## config.mk

```make
export PLATFORM = sky130hd
export DESIGN_NAME = databus_arb
export DESIGN_NICKNAME = d
export VERILOG_FILES = /design/src/rtl/databus_arb.sv
export SDC_FILE = /design/constraint.sdc
export NUM_CORES = 1
export LEC_CHECK = 0
export ABC_AREA = 1
export BUFFER_PORTS_ARGS = -buffer_cell sky130_fd_sc_hd__buf_2
export CORE_MARGIN = 3
export CORE_UTILIZATION = 45
export DETAILED_ROUTE_END_ITERATION = 6
export PLACE_DENSITY = 0.79
export SETUP_SLACK_MARGIN = 0.1
export SLEW_MARGIN = 15
export SYNTH_ARGS = -nofsm -noshare
export SYNTH_HDL_FRONTEND = slang
export SYNTH_SLANG_ARGS = --single-unit
```

## constraint.sdc

```tcl
create_clock -name clk -period 1.6 [get_ports clk]
set_input_delay 0 -clock clk [delete_from_list [all_inputs] [get_ports clk]]
set_output_delay 0 -clock clk [all_outputs]
set_load 0.05 [all_outputs]
```

## src/rtl/databus_arb.sv

```systemverilog
// Snoop-bus arbiter: forwards one requesting cache channel (or memory when idle) onto a registered bus.
// Optional `DATABUS_ARB_RR_EN selects round-robin winner search; default build is fixed lowest-index priority.
module databus_arb #(
    parameter int N_CH  = 3,
    parameter int W     = 12,
    parameter int VBIT  = 10,
    parameter int OP_HI = 9,
    parameter int OP_LO = 8,
    parameter int HOLD  = 2
) (
    input  logic              clk,
    input  logic              rst_n,
    input  logic [N_CH*W-1:0] bus_in,
    input  logic [W-1:0]      bus_mem,
    output logic [W-1:0]      bus_out,
    output logic [N_CH-1:0]   grant,
    output logic              mem_sel,
    output logic              busy
);

    localparam int IW = (N_CH > 1) ? $clog2(N_CH) : 1;
    localparam int CW = (HOLD > 1) ? $clog2(HOLD) : 1;

    typedef enum logic [0:0] {IDLE, OWN} state_t;

    state_t          state;
    logic [IW-1:0]   owner;
    logic [CW-1:0]   cnt;
`ifdef DATABUS_ARB_RR_EN
    logic [IW-1:0]   rr_ptr;
    logic [IW-1:0]   nxt_rr;
`endif

    logic [N_CH-1:0] req;
    logic [IW-1:0]   win;
    logic            keep;
    state_t          nxt_state;
    logic [IW-1:0]   nxt_owner;
    logic [CW-1:0]   nxt_cnt;
    logic [N_CH-1:0] nxt_grant;
    logic [W-1:0]    nxt_word;

    function automatic logic is_req(input logic [W-1:0] wd);
        return wd[VBIT] && (|wd[OP_HI:OP_LO]);
    endfunction

    always_comb begin
        for (int i = 0; i < N_CH; i++) begin
            req[i] = is_req(bus_in[i*W +: W]);
        end
    end

    always_comb begin
        int j;
        logic found;
        j     = 0;
        found = 1'b0;
        win   = '0;
`ifdef DATABUS_ARB_RR_EN
        // Search upward from rr_ptr, wrapping past the top channel.
        for (int k = 0; k < N_CH; k++) begin
            j = int'(rr_ptr) + k;
            if (j >= N_CH) j = j - N_CH;
            if (!found && req[j]) begin
                win   = IW'(j);
                found = 1'b1;
            end
        end
`else
        for (int i = N_CH - 1; i >= 0; i--) begin
            if (req[i]) win = IW'(i);
        end
`endif
    end

    assign keep = (state == OWN) && req[owner] && (cnt != '0);

    always_comb begin
        nxt_state = IDLE;
        nxt_owner = owner;
        nxt_cnt   = '0;
`ifdef DATABUS_ARB_RR_EN
        nxt_rr    = rr_ptr;
`endif
        if (keep) begin
            nxt_state = OWN;
            nxt_cnt   = cnt - CW'(1);
        end else if (|req) begin
            // A dropped or expired owner is replaced in the same decision, so no memory bubble.
            nxt_state = OWN;
            nxt_owner = win;
            nxt_cnt   = CW'(HOLD - 1);
`ifdef DATABUS_ARB_RR_EN
            nxt_rr    = (int'(win) == N_CH - 1) ? '0 : win + IW'(1);
`endif
        end
    end

    always_comb begin
        nxt_grant = '0;
        nxt_word  = bus_mem;
        if (nxt_state == OWN) begin
            for (int i = 0; i < N_CH; i++) begin
                if (nxt_owner == IW'(i)) begin
                    nxt_grant[i] = 1'b1;
                    nxt_word     = bus_in[i*W +: W];
                end
            end
        end
    end

    always_ff @(posedge clk) begin
        if (!rst_n) begin
            state   <= IDLE;
            owner   <= '0;
            cnt     <= '0;
`ifdef DATABUS_ARB_RR_EN
            rr_ptr  <= '0;
`endif
            bus_out <= '0;
            grant   <= '0;
            mem_sel <= 1'b0;
            busy    <= 1'b0;
        end else begin
            state   <= nxt_state;
            owner   <= nxt_owner;
            cnt     <= nxt_cnt;
`ifdef DATABUS_ARB_RR_EN
            rr_ptr  <= nxt_rr;
`endif
            bus_out <= nxt_word;
            grant   <= nxt_grant;
            mem_sel <= (nxt_state == IDLE);
            busy    <= (nxt_state == OWN);
        end
    end

endmodule

```

== Word-level counts from Yosys, hierarchy flattened ==
Cells that the tools add are included.

* Flip-flop bits (word level): 20
* Output and inout port bits: 17

* $add $sub $neg: 1
* $lt $le $gt $ge: 1
* Equal/unequal tests: 2
* Muxes and demuxes: 17
* Bitwise operators: 1
* Reductions and logical operators: 11

{| class="wikitable"
|+ Operator list
! cell !! count
|-
| $mux 12 || 4
|-
| $mux 2 || 5
|-
| $mux 1 || 7
|-
| $reduce_or 2->1 || 3
|-
| $logic_and 1x1->1 || 5
|-
| $lt 2x3->1 const B || 1
|-
| $reduce_or 3->1 || 1
|-
| $bmux 1 s2 || 1
|-
| $eq 2x1->1 const B || 1
|-
| $eq 2x2->1 const B || 1
|-
| $logic_not 2->1 || 1
|-
| $reduce_and 2->1 || 1
|-
| $not 1->1 || 1
|-
| $sub 1x1->1 const B || 1
|}

== Logic depth before layout (Yosys ltp) ==
* Depth after elaboration: 12
* Mapped depth: 14
* Depth with buffers taken out: 13

== Least setup slack after synthesis ==
OpenSTA, ideal clock, no wires.

* Path kind: flip-flop to flip-flop
* Start point: reg state
* End point: reg bus_out[2]
* Arrival time: 1650 ps
* Required time: 1488 ps
* Path slack: -162 ps
* Stages on the path, launching flop included: 11
* Clock period less this slack: 1762 ps
* Cell sequence: dfxtp_1 -> nand2_1 -> a21oi_4 -> nand2_4 -> o21ai_4 -> buf_12 -> nand3_2 -> nand2_1 -> inv_2 -> nand2_1 -> nand2_1

* Word-level cells in the longest chain between the ends: 8
* Elaborated cells on any way between the ends: 11
* Classes of those cells: eq/ne: 2; mux: 6; reduce/logical: 3

{| class="wikitable"
|+ Ends and longest elaborated chain
! item !! line !! source
|-
| from (decl) || 26 || <nowiki>state_t state;</nowiki>
|-
| from (signal assigned) || 125 || <nowiki>state <= nxt_state;</nowiki>
|-
| $logic_and 1x1->1 (*) (2 in a row) || 76 || <nowiki>assign keep = (state == OWN) && req[owner] && (cnt != '0);</nowiki>
|-
| $mux 2 || 85 || <nowiki>if (keep) begin</nowiki>
|-
| $logic_not 2->1 || 104 || <nowiki>if (nxt_owner == IW'(i)) begin</nowiki>
|-
| $mux 12 (3 in a row) || 104 ||
|-
| $mux 12 (*) || 102 || <nowiki>if (nxt_state == OWN) begin</nowiki>
|-
| to (signal assigned) || 131 || <nowiki>bus_out <= nxt_word;</nowiki>
|-
| to (decl) || 15 || <nowiki>output logic [W-1:0] bus_out,</nowiki>
|}

Mark *: on every way between the ends. The rest lies on a longest branch, timed or not.
A chain may end at the register's enable or synchronous reset.

== Final worst setup path ==
* Start point: reg owner[0]
* End point: reg bus_out[1]

* Word-level cells in the longest chain between the ends: 10
* Elaborated cells on any way between the ends: 14
* Classes of those cells: eq/ne: 2; mux: 9; reduce/logical: 3

{| class="wikitable"
|+ Ends and longest elaborated chain
! item !! line !! source
|-
| from (decl) || 27 || <nowiki>logic [IW-1:0] owner;</nowiki>
|-
| from (signal assigned) || 126 || <nowiki>owner <= nxt_owner;</nowiki>
|-
| $bmux 1 s2 || 76 ||
|-
| $mux 1 (not written as such) || 76 ||
|-
| $logic_and 1x1->1 (2 in a row) || 76 ||
|-
| $mux 2 || 85 ||
|-
| $logic_not 2->1 || 104 ||
|-
| $mux 12 (3 in a row) || 104 ||
|-
| $mux 12 (*) || 102 ||
|}

Mark *: on every way between the ends. The rest lies on a longest branch, timed or not. The select of a mux whose other input is x is not followed.

==> impl_metrics.ini <==
[clock_network]
cts_tree = yes
clock_latency_ns = 0.29
htreeDepth = 1
clock-root-buffer = clkbuf_4
cts_buffers = 3
clockBufferDepth = 2
cts.sinks = 20
path_clk_slew_ns = 0.11

[grt]
busiest_layer = met2
grt_pass1_wl_um = 6610
grt_pass1_vias = 1513
grt_util_met1_pct = 29.0
grt_use_met2_pct = 41.1
gr-usage-all-layers_pct = 23.3
use_met3_pct = 3.40
antenna_found_initial = 0
grt.overflow.total = 0
grt_max_degree = 25

[outcome]
outcome = complete, but fails checks
violations = negative setup slack

[flow_run]
drv_cap = 0

[critical_path]
crit_fanout = 12
startpoint_type = register
crit_type = reg2reg
reg2reg_depth = 11
crit_path_end_kind = register
rrSetupSlack_ns = -0.14
r2r_start = owner[0]$_SDFF_PN0_
cp.required_ns = 1.80
crit_start = owner[0]$_SDFF_PN0_
r2r-end = bus_out[1]$_SDFF_PN0_
cp_data_arrival_time_ns = 1.94

[placed_design]
dp_hpwl_um = 2550
placed_cell_area_sq_um = 1680
gp_congestion = 0.820
io_buffers = 66
place_ws_ns = -0.0680

[synth]
ys.warnings.count = 0
synth_cells = 202
syn_area_sq_um = 1340
yosysUniqueCellTypes = 20
synth_nets = 252
avgSynthCellArea_sq_um = 6.65
synth_seq_area_share_pct = 29.8
ys_ff_latch = 20

[die]
die_h_um = 60.6
die_w_um = 60.6
ioPinCount = 67
rows = 19
core_sq_um = 2810
initial_core_util_pct = 47.9
dieArea_sq_um = 3670

[sta]
setup_slack_ns = -0.143
min_period_over_period_pct = 109
hold_violations = 0
tightestPinTransition_ns = 0.399
maxSlewHeadroom_pct = 73.4
fmax_mhz = 574
drv_slew = 0
setup_viol = 11
grt_setup_unrepaired = yes
fin_crit_ns = 1.74
skew_ns = 0.00144

[power]
p_int_uw = 938
irDropWorstVdd_v = 0.000440
seqPwrFrac_pct = 34.7
p_leak_uw = 0.00116
comb_power_share_pct = 50.0
p_clk_share_pct = 15.4
p_per_area_nw_per_um2 = 768
p_sw_share_pct = 42.6
p_total_uw = 1630
power.switching_uw = 696

[hold_path]
whs_endpoint = bus_out[0]$_SDFF_PN0_
hold_depth = 5
hold_path_class = in2reg
hold_path.startpoint = bus_in[0]

[final_layout]
n_antenna_cell = 0
design_area_sq_um = 2130
nets = 350
drive_above_1_share_pct = 43.8
syn_to_final_growth_pct = 58.5

[detailed_routing]
wl_um = 5080
drc_errors = 0
wl_per_cell_um = 15.4
via_count = 1818
viasPerCell = 5.51
drtIter0Drc = 143
drtPass1Iterations = 5
final_antenna_net_count = 0
==> how the worst max path moves through the flow <==
| stage | depth (start not counted) | to | slack (ns) |
|---|---|---|---|
| 4_1_cts | 12 | bus_out[8]$_SDFF_PN0_ | -0.01 |
| 3_3_place_gp | 10 | bus_out[9]$_SDFF_PN0_ | 0.01 |
| 6_report | 11 | bus_out[1]$_SDFF_PN0_ | -0.14 |
| 2_1_floorplan | 10 | bus_out[2]$_SDFF_PN0_ | 0.11 |
| 3_5_place_dp | 10 | bus_out[9]$_SDFF_PN0_ | -0.07 |
| 5_1_grt | 11 | bus_out[1]$_SDFF_PN0_ | -0.20 |
==> cells in the mapped netlist <==
| master | count | area (sq um) |
|---|---|---|
| nand2_4 | 2 | 22.5 |
| nor3_1 | 3 | 15.0 |
| or2_1 | 1 | 6.26 |
| o21ai_1 | 11 | 55.1 |
| o21ai_4 | 1 | 16.3 |
| nand3_2 | 9 | 90.1 |
| buf_12 | 1 | 20.0 |
| nand2_2 | 5 | 31.3 |
| a21oi_4 | 1 | 16.3 |
| inv_2 | 5 | 18.8 |
| buf_2 | 2 | 10.0 |
| nand2_1 | 57 | 214 |
| inv_1 | 27 | 101 |
| dfxtp_1 | 20 | 400 |
| a21oi_2 | 1 | 8.76 |
| buf_6 | 4 | 45.0 |
| nor2_1 | 7 | 26.3 |
| buf_4 | 3 | 22.5 |
| nand3_4 | 1 | 17.5 |
| nand3_1 | 41 | 205 |
==> power groups by stage <==
stage	Clock [uW]	Sequential [uW]	Combinational, uW
floorplan	0	743	302
global placement	0	575	599
detailed placement	0	577	608
CTS	253	564	717
global route	271	571	869
finish	251	567	817
==> area by class of cell <==
type / instances / area [sq um]
inverters: 32 / 120
fillers: 190 / 677
clock buffers: 4 / 26.3
repair buffers: 99 / 678
multi-input cells: 144 / 860
flip-flops and latches: 20 / 405
well taps: 31 / 38.8
==> per-layer routing <==
metal / wire (um) / vias up
li1: - / 838
met1: 1900 / 810
met2: 2420 / 136
met3: 543 / 34
met4: 222 / 0
met5: 0 / -
==> placed cells by master, fill, tap and decap left out, drive strengths merged <==
cell type	instances
or2	1
dlygate4sd3	13
nand2	68
clkbuf	4
dfxtp	20
o21ai	12
a21oi	2
nor2	7
buf	86
inv	32
nand3	51
nor3	3
==> critical path: stages (launching register included) <==
cell	delay, ns
dfxtp_2	0.37
inv_2	0.05
buf_4	0.14
nand3_4	0.08
nand3_4	0.13
buf_4	0.17
nand3_2	0.16
nand2_4	0.15
nand3_1	0.12
nand3_1	0.12
nand2_1	0.09
nand2_1	0.07
==> stage by stage <==
stage | hold slack, ns | util, % | std cells | TNS (ns)
6_report | 0.0326 | 75.9 | 330 | -0.992
2_1_floorplan | 0.110 | - | 202 | 0
3_3_place_gp | 0.212 | 59.7 | 295 | 0
3_5_place_dp | 0.212 | 59.7 | 295 | -0.480
5_1_grt | 0.0462 | 75.9 | 330 | -1.80
4_1_cts | 0.0312 | 71.7 | 324 | -0.0667
==> timing repair <==
action                                 4_1_cts  5_1_grt
hold buffers                                13        0
endpoints found under the hold margin       13        0
setup buffers                                9        3
setup endpoints to repair                   11       13
cloned                                       3        3
pin swaps                                   11       12
gates resized for setup                     12       15
==> sequential cells by signal, summed over array words and instances (netlist names) <==
register	flops
mem_sel	1
grant	3
state	1
cnt	1
bus_out	12
owner	2
==> cells by family (layout without fill, tap and decap cells) <==
logic type             count (synthesis)  count (layout)  share of synthesized area, %
AOI/OAI and AO/OA                     14              14                          7.18
and+or+nand+nor                      126             130                          46.8
DFF                                   20              20                          29.8
buffers and inverters                 42             135                          16.2
(Power assumes the default switching activity.)
